**src/rtl/mux_rr_arb_if.sv**
```systemverilog
// Valid/ready bundle for the N-to-1 round-robin arbitrated mux.
// slave is the arbiter's view; master is the view of whatever drives and drains it.
interface mux_rr_arb_if #(
  parameter int NUM_CH = 4,
  parameter int DATA_W = 8,
  parameter int CH_W   = 2
);
  logic [NUM_CH-1:0]        in_valid;
  logic [NUM_CH*DATA_W-1:0] in_data;
  logic [NUM_CH-1:0]        in_last;
  logic [NUM_CH-1:0]        in_ready;
  logic                     out_valid;
  logic [DATA_W-1:0]        out_data;
  logic                     out_last;
  logic [CH_W-1:0]          out_ch;
  logic                     out_ready;

  modport slave (
    input  in_valid,
    input  in_data,
    input  in_last,
    output in_ready,
    output out_valid,
    output out_data,
    output out_last,
    output out_ch,
    input  out_ready
  );

  modport master (
    output in_valid,
    output in_data,
    output in_last,
    input  in_ready,
    input  out_valid,
    input  out_data,
    input  out_last,
    input  out_ch,
    output out_ready
  );
endinterface

```
**src/rtl/mux_rr_arb.sv**
```systemverilog
// N-to-1 round-robin arbitrated mux with optional packet lock and a registered output beat.
// Grant is combinational from the pointer/lock state; the output stage is a single skid-free register.
module mux_rr_arb #(
  parameter int NUM_CH = 4,
  parameter int DATA_W = 8,
  parameter int CH_W   = 2,
  parameter int LOCK   = 1
) (
  input  logic        clk,
  input  logic        rst,
  mux_rr_arb_if.slave bus
);

  typedef enum logic {
    ST_ARB    = 1'b0,
    ST_LOCKED = 1'b1
  } state_t;

  state_t            state_q, state_d;
  logic [CH_W-1:0]   ptr_q, ptr_d;
  logic [CH_W-1:0]   lock_ch_q, lock_ch_d;

  logic [CH_W-1:0]   rr_idx;
  logic              rr_found;
  logic [CH_W-1:0]   grant;
  logic              grant_en;
  logic [DATA_W-1:0] grant_data;
  logic              grant_last;
  logic [NUM_CH-1:0] ready;
  logic              can_load;
  logic              accept;

  logic              out_valid_q;
  logic [DATA_W-1:0] out_data_q;
  logic              out_last_q;
  logic [CH_W-1:0]   out_ch_q;

  assign can_load = !out_valid_q || bus.out_ready;

  // Two priority scans: the later loop wins, so the lowest valid index at or
  // above ptr beats anything below it, which gives the modular scan order
  // without a modulo, so non-power-of-2 channel counts wrap correctly.
  // NOTE: every variable written here gets a default first, so no path leaves
  // it unassigned and no latch is inferred.
  always_comb begin
    rr_found = 1'b0;
    rr_idx   = '0;
    for (int i = NUM_CH - 1; i >= 0; i--) begin
      if (bus.in_valid[i] && (i < int'(ptr_q))) begin
        rr_found = 1'b1;
        rr_idx   = CH_W'(i);
      end
    end
    for (int i = NUM_CH - 1; i >= 0; i--) begin
      if (bus.in_valid[i] && (i >= int'(ptr_q))) begin
        rr_found = 1'b1;
        rr_idx   = CH_W'(i);
      end
    end
  end

  // A locked channel keeps its grant even while idle, so other channels stall.
  always_comb begin
    if (state_q == ST_LOCKED) begin
      grant    = lock_ch_q;
      grant_en = 1'b1;
    end else begin
      grant    = rr_idx;
      grant_en = rr_found;
    end
  end

  always_comb begin
    ready      = '0;
    grant_data = '0;
    grant_last = 1'b0;
    for (int i = 0; i < NUM_CH; i++) begin
      if (grant == CH_W'(i)) begin
        grant_data = bus.in_data[i*DATA_W +: DATA_W];
        grant_last = bus.in_last[i];
        if (!rst && can_load && grant_en)
          ready[i] = (state_q == ST_LOCKED) ? 1'b1 : bus.in_valid[i];
      end
    end
  end

  assign bus.in_ready = ready;
  assign accept       = |(bus.in_valid & ready);

  always_comb begin
    state_d   = state_q;
    lock_ch_d = lock_ch_q;
    ptr_d     = ptr_q;
    if (accept) begin
      if (state_q == ST_ARB) begin
        if ((LOCK != 0) && !grant_last) begin
          state_d   = ST_LOCKED;
          lock_ch_d = grant;
        end
      end else if (grant_last) begin
        state_d = ST_ARB;
      end
      // The pointer only moves once arbitration for a packet (or beat) is over.
      if ((LOCK == 0) || grant_last)
        ptr_d = (grant == CH_W'(NUM_CH - 1)) ? '0 : grant + 1'b1;
    end
  end

  // NOTE: sequential state uses non-blocking assignments so every register
  // samples pre-edge values regardless of statement order.
  always_ff @(posedge clk) begin
    if (rst) begin
      state_q   <= ST_ARB;
      ptr_q     <= '0;
      lock_ch_q <= '0;
    end else begin
      state_q   <= state_d;
      ptr_q     <= ptr_d;
      lock_ch_q <= lock_ch_d;
    end
  end

  // NOTE: the data/ch/last fields are reset too, so a freshly reset output
  // shows a defined all-zero beat rather than leftover payload.
  always_ff @(posedge clk) begin
    if (rst) begin
      out_valid_q <= 1'b0;
      out_data_q  <= '0;
      out_last_q  <= 1'b0;
      out_ch_q    <= '0;
    end else if (accept) begin
      out_valid_q <= 1'b1;
      out_data_q  <= grant_data;
      out_last_q  <= grant_last;
      out_ch_q    <= grant;
    end else if (bus.out_ready) begin
      out_valid_q <= 1'b0;
    end
  end

  assign bus.out_valid = out_valid_q;
  assign bus.out_data  = out_data_q;
  assign bus.out_last  = out_last_q;
  assign bus.out_ch    = out_ch_q;

endmodule

```
**src/flat_wrapper.sv**
```systemverilog
// flat-port wrapper written by rule: the top's interface ports become plain ports
module mux_rr_arb_flat 
#(
  parameter int NUM_CH = 4,
  parameter int DATA_W = 8,
  parameter int CH_W   = 2,
  parameter int LOCK   = 1
)
  (clk, rst, bus_in_valid, bus_in_data, bus_in_last, bus_in_ready, bus_out_valid, bus_out_data, bus_out_last, bus_out_ch, bus_out_ready);
  mux_rr_arb_if #(.NUM_CH(NUM_CH), .DATA_W(DATA_W), .CH_W(CH_W)) bus_i ();
  input  logic clk;
  input  logic rst;
  input wire logic [$bits(bus_i.in_valid)-1:0] bus_in_valid;
  input wire logic [$bits(bus_i.in_data)-1:0] bus_in_data;
  input wire logic [$bits(bus_i.in_last)-1:0] bus_in_last;
  output wire logic [$bits(bus_i.in_ready)-1:0] bus_in_ready;
  output wire logic [$bits(bus_i.out_valid)-1:0] bus_out_valid;
  output wire logic [$bits(bus_i.out_data)-1:0] bus_out_data;
  output wire logic [$bits(bus_i.out_last)-1:0] bus_out_last;
  output wire logic [$bits(bus_i.out_ch)-1:0] bus_out_ch;
  input wire logic [$bits(bus_i.out_ready)-1:0] bus_out_ready;
  assign bus_i.in_valid = bus_in_valid;
  assign bus_i.in_data = bus_in_data;
  assign bus_i.in_last = bus_in_last;
  assign bus_in_ready = bus_i.in_ready;
  assign bus_out_valid = bus_i.out_valid;
  assign bus_out_data = bus_i.out_data;
  assign bus_out_last = bus_i.out_last;
  assign bus_out_ch = bus_i.out_ch;
  assign bus_i.out_ready = bus_out_ready;
  mux_rr_arb #(.NUM_CH(NUM_CH), .DATA_W(DATA_W), .CH_W(CH_W), .LOCK(LOCK)) u_core (.clk(clk), .rst(rst), .bus(bus_i));
endmodule
```
**config.mk**
```make
export PLATFORM = sky130hd
export DESIGN_NAME = mux_rr_arb_flat
export DESIGN_NICKNAME = d
export VERILOG_FILES = /design/src/rtl/mux_rr_arb_if.sv /design/src/rtl/mux_rr_arb.sv /design/src/flat_wrapper.sv
export SDC_FILE = /design/constraint.sdc
export NUM_CORES = 1
export LEC_CHECK = 0
export ABC_CLOCK_PERIOD_IN_PS = 3900
export BUFFER_PORTS_ARGS = -buffer_cell sky130_fd_sc_hd__buf_2
export CORE_MARGIN = 10
export CORE_UTILIZATION = 44
export CTS_CLUSTER_DIAMETER = 50
export DETAILED_ROUTE_END_ITERATION = 8
export GPL_TIMING_DRIVEN = 0
export PLACE_DENSITY = 0.78
export SYNTH_ARGS = -nofsm -noshare
export SYNTH_HDL_FRONTEND = slang
export SYNTH_SLANG_ARGS = --single-unit
```
**constraint.sdc**
```tcl
create_clock -name clk -period 3.9 [get_ports clk]
set_clock_uncertainty 0.15 [all_clocks]
set_input_delay 0.195 -clock clk [delete_from_list [all_inputs] [get_ports clk]]
set_output_delay 0.195 -clock clk [all_outputs]
set_load 0.02 [all_outputs]
```
### Word level (Yosys, flattened, before mapping)

Cells that the tools add are included.

* $add $sub $neg: 1
* order comparisons: 6
* equal/unequal tests: 3
* muxes and demuxes: 40
* bitwise gates (word level): 3
* reductions and logical operators: 16

Operator list (count)
* $mux 8: 4
* $mux 1: 27
* $mux 2: 9
* $logic_and 1x1->1: 8
* $and 4x4->4: 1
* $eq 2x2->1 const B: 2
* $ge 1x2->1 const A: 2
* $lt 1x2->1 const A: 2
* $reduce_or 4->1: 1
* $reduce_and 3->1: 1
* $add 2x1->2 const B: 1
* $eq 2x1->1 const B: 1
* $ge 2x2->1 const A: 1
* $logic_not 1->1: 2
* $logic_not 2->1: 1
* $lt 2x2->1 const A: 1
* $not 1->1: 2
* $reduce_and 2->1: 1
* $reduce_bool 2->1: 1
* $logic_or 1x1->1: 1

* register bits: 17
* input port bits: 43
* output and inout port bits: 16

### Depth between registers and ports, before layout

* word-level depth: 17
* mapped depth: 12

### Least setup slack after synthesis

OpenSTA, ideal clock, no wires.

* kind: reg-to-reg
* start: register u_core.ptr_q[1]
* end: register u_core.ptr_q[1]
* arrival time: 2600 ps
* setup slack: 1023 ps
* cell stages (with the launch flop): 12
* clock period less this slack: 2877 ps
* cell sequence: dfxtp_1 mux2i_1 o221ai_1 o21ai_0 inv_1 ha_1 buf_2 nor3b_1 a211oi_2 or3b_4 mux2i_1 nor2_1

* elaborated cells on any way between the ends: 50
* those cells by class: 1 x add/sub; 6 x order compare; 3 x eq/ne; 29 x mux; 1 x bitwise; 10 x reduce/logical

RTL lines
* start, declared: line mux_rr_arb.sv:20 `logic [CH_W-1:0] ptr_q, ptr_d;`
* start signal, assigned: line mux_rr_arb.sv:118 `ptr_q <= ptr_d;`
* $lt 1x2->1: line mux_rr_arb.sv:49 `if (bus.in_valid[i] && (i < int'(ptr_q))) begin`
* $logic_and 1x1->1: line mux_rr_arb.sv:49
* $mux 2 (2 in series): line mux_rr_arb.sv:49
* $mux 2 (3 in series): line mux_rr_arb.sv:55 `if (bus.in_valid[i] && (i >= int'(ptr_q))) begin`
* $mux 2 *: line mux_rr_arb.sv:55
* $mux 2 *: line mux_rr_arb.sv:64 `if (state_q == ST_LOCKED) begin`
* net u_core.grant[0]: line mux_rr_arb.sv:25 `logic [CH_W-1:0] grant;`
* $logic_not 2->1: line mux_rr_arb.sv:78 `if (grant == CH_W'(i)) begin`
* $mux 1 (4 in series): line mux_rr_arb.sv:78
* $reduce_and 2->1 (no line)

The timed path passes the listed nets; every way through them passes the cells marked *.
A chain may end at the register's enable or synchronous reset.

### Worst setup path after layout

* start: register u_core.ptr_q[1]
* end: output port bus_in_ready[3]

* elaborated cells on any way between the ends: 32
* those cells by class: 6 x order compare; 1 x eq/ne; 18 x mux; 7 x reduce/logical

RTL lines
* $lt 1x2->1: line mux_rr_arb.sv:49
* $logic_and 1x1->1: line mux_rr_arb.sv:49
* $mux 2 (2 in series): line mux_rr_arb.sv:49
* $mux 2 (3 in series): line mux_rr_arb.sv:55
* $mux 2 *: line mux_rr_arb.sv:55
* $mux 2 *: line mux_rr_arb.sv:64
* net u_core.grant[0]: line mux_rr_arb.sv:25
* $eq 2x2->1 *: line mux_rr_arb.sv:78
* $mux 1 *: line mux_rr_arb.sv:78
* end, declared: line flat_wrapper.sv:16 `output wire logic [$bits(bus_i.in_ready)-1:0] bus_in_ready;`

Marked as above.

==> flow_metrics.py <==
metrics = {
    "clock_network": {
        "hold_buffers": 0,
        "clockBufferDepth": 2,
        "clk_latency_ns": 0.29,
        "path_clk_slew_ns": 0.09,
        "cts_setup_buffers": 0,
        "postCtsResizedCells": 0,
        "cts_htree_levels": 1,
        "clkSinkCount": 17,
        "cts_tree": "done",
        "numCtsBuffers": 3,
        "cts_root_buffer": "clkbuf_4",
    },
    "drt": {
        "drtAntennaViolNets": 0,
        "drt-pass1-iter-count": 4,
        "viasPerCell": 5.60,
        "dr_total_vias": 1294,
        "drt-initial-drc-count": 68,
        "drc": 0,
        "wirelength_mm": 3.52,
        "post_drt_wl_per_cell_um": 15.2,
    },
    "placed_design": {
        "dpl.hpwl_mm": 2.86,
        "routabilityCongestion": 0.766,
        "portBuffers": 57,
    },
    "floorplan": {
        "die_w_um": 70.6,
        "rows": 18,
        "io_pins": 59,
        "initial_core_util": 0.459,
        "dieArea_mm2": 0.00498,
        "core-area_mm2": 0.00245,
        "die_h_um": 70.6,
    },
    "power_and_ir_drop": {
        "switching_share": 0.446,
        "seqPwrFrac": 0.280,
        "internal_power_uw": 460,
        "power_uw": 830,
        "power.density_mw_per_mm2": 563,
        "switching_power_uw": 371,
        "vdd_drop_max_uv": 325,
        "combPwrFrac": 0.606,
        "clkPwrFrac": 0.113,
        "p_leak_nw": 0.658,
    },
    "synthesis": {
        "async_flop_share": 0,
        "yosys-top-cells-area": "dfxtp_1, nor2_1, a221oi_1, nor2b_1, a211oi_1",
        "yosysTopAreaCellShare": 0.302,
        "yosys.cell_types.count": 31,
        "netlist_area_mm2": 0.00113,
        "synth-edff-count": 0,
        "syn_inst": 140,
        "syn_avg_cell_area_um2": 8.04,
        "synth_nets": 187,
        "yosys_warnings": 0,
        "synth_seq_area_share": 0.302,
        "synth_largest_area_cell": "dfxtp_1",
        "synth_ff_type": "dfxtp_1",
        "ys_ff_latch": 17,
    },
    "hold_path": {
        "hold_class": "in -> reg",
    },
    "setup_path": {
        "end_kind": "output port",
        "slowest_delay_ns": 0.58,
        "cp.arrival_ns": 3.03,
        "cp-start-kind": "flip-flop",
        "critPathMaxFanout": 10,
        "crit_chain": "mux2i_1, o221ai_1, o21ai_0, ha_1, buf_2, clkbuf_1, nor3b_1, buf_2",
        "path_common_cell": "buf_2",
        "critPathRequiredTime_ns": 3.56,
        "critPathSlowestCell": "o21ai_0",
        "critical-path-top-delay-family": "buffers and inverters",
        "criticalPathCategory": "reg -> out",
        "path_buf_inv": 3,
    },
    "finish": {
        "layout-drive-gt1-share": 0.353,
        "fin_util": 0.601,
        "diodes": 0,
        "fillCellCount": 241,
        "synthToLayoutAreaGrowth_pct": 31.0,
        "num-nets-final": 249,
    },
    "timing": {
        "hold_violations": 0,
        "grt_setup_unrepaired": "no",
        "tightest_slew_ns": 0.767,
        "setup_viol": 0,
        "drv_slew": 0,
        "clock.fmax_mhz": 296,
        "slew_headroom": 0.489,
        "layout_min_cycle_time_ns": 3.38,
        "fin_crit_sh": 0.867,
        "fin_setup_tns_ns": 0,
    },
    "global_route": {
        "track_usage": 0.135,
        "grt-ovfl-total": 0,
        "grt_pass1_vias": 1258,
        "grt_max_degree": 11,
        "antenna_found_initial": 0,
        "grt_pass1_wl_mm": 5.80,
    },
    "run_status": {
        "status": "finished clean",
    },
    "run": {
        "drv_cap": 0,
    },
}
==> path summary, 6_finish.rpt <==
kind                                                        start                           endpoint  slack, ns  cells after the start
worst max-delay path                 u_core.ptr_q[1]$_SDFFE_PP0P_                    bus_in_ready[3]       0.52                      8
worst min-delay path                                bus_out_ready  u_core.bus.out_valid$_SDFFE_PP0P_       0.06                      4
worst max register to register       u_core.ptr_q[1]$_SDFFE_PP0P_       u_core.ptr_q[1]$_SDFFE_PP0P_       0.53                     11
worst min register to register  u_core.bus.out_ch[1]$_SDFFE_PP0P_  u_core.bus.out_ch[1]$_SDFFE_PP0P_       0.33                      2
==> synthesized netlist by cell type, types with 2 or more instances <==
cell      instances
nor3b_1           2
nor2_1           19
nand2_1           6
dfxtp_1          17
nor3_1            9
buf_6             2
ha_1              4
clkbuf_1          4
mux2i_1           3
nor2b_1          11
buf_2             4
a21oi_1          12
a211oi_1          9
nand3b_1          2
inv_1             5
o21ai_0           9
a221oi_1          8
==> routing by layer <==
metal	track usage	share of wire	up-vias
met5	0	0	-
met4	0.0516	0.015	0
met3	0.0321	0.076	5
met2	0.225	0.49	62
met1	0.163	0.42	594
li1	-	-	633
==> state kept, by name (all words and copies together) (netlist names) <==
name                  count
u_core.ptr_q              2
u_core.bus.out_valid      1
u_core.lock_ch_q          2
u_core.bus.out_last       1
u_core.bus.out_data       8
u_core.bus.out_ch         2
u_core.state_q            1
==> worst reg2reg max path: cells and delay by family (launching register included) <==
kind / cells / cell delay (ns)
flip-flops: 1 / 0.45
AND/OR/NAND/NOR: 3 / 0.67
AO/OA/AOI/OAI: 3 / 1.02
multiplexers: 2 / 0.37
adder cells (fa/ha/maj): 1 / 0.25
buffers and inverters: 2 / 0.33
==> stage by stage <==
step / cell area (um2) / hold slack [ns] / setup slack, ns / cells
4_1_cts: 1480 / 0.0605 / 0.551 / 231
5_1_grt: 1480 / 0.0688 / 0.225 / 231
3_5_place_dp: 1450 / 0.328 / 0.583 / 227
3_3_place_gp: 1450 / 0.313 / 0.698 / 227
2_1_floorplan: 1130 / 0.252 / 1.02 / 140
6_report: 1480 / 0.0622 / 0.520 / 231
==> cell usage in the layout (no fill, tap or decap), types with 2 or more instances in the layout <==
master / count
nor3_1: 9
o21ai_0: 9
a21oi_1: 12
mux2i_1: 3
clkbuf_4: 3
buf_2: 61
nor3b_1: 2
nor2b_1: 11
buf_6: 2
ha_1: 4
nand2_1: 6
a221oi_1: 8
nor2_1: 19
nand3b_1: 2
dfxtp_1: 17
clkbuf_1: 5
inv_1: 5
a211oi_1: 9
==> power groups by stage <==
| stage | logic, mW | clock network, mW | registers [mW] |
|---|---|---|---|
| 3_5_place_dp | 0.498 | 0 | 0.236 |
| 6_report | 0.504 | 0.0942 | 0.233 |
| 4_1_cts | 0.500 | 0.0943 | 0.232 |
| 3_3_place_gp | 0.482 | 0 | 0.234 |
| 2_1_floorplan | 0.336 | 0 | 0.267 |
| 5_1_grt | 0.562 | 0.101 | 0.239 |
==> area by class of cell <==
| type | count | area (um2) | share of cell area |
|---|---|---|---|
| inverter | 5 | 18.8 | 0.0127 |
| buffer | 12 | 68.8 | 0.0466 |
| timing repair buffer | 57 | 285 | 0.193 |
| sequential | 17 | 340 | 0.231 |
| tap | 30 | 37.5 | 0.0254 |
| multi-input combinational | 106 | 698 | 0.473 |
| clock buffer | 4 | 26.3 | 0.0178 |
==> kinds of logic (layout without fill, tap and decap cells) <==
group / after synthesis / in the layout / share of synthesized area
AOI/OAI and AO/OA: 47 / 47 / 0.302
buffers and inverters: 17 / 78 / 0.0778
DFF: 17 / 17 / 0.302
muxes: 3 / 3 / 0.0267
adders and majority gates: 4 / 4 / 0.0444
and+or+nand+nor: 52 / 52 / 0.247
(Power assumes the default switching activity.)
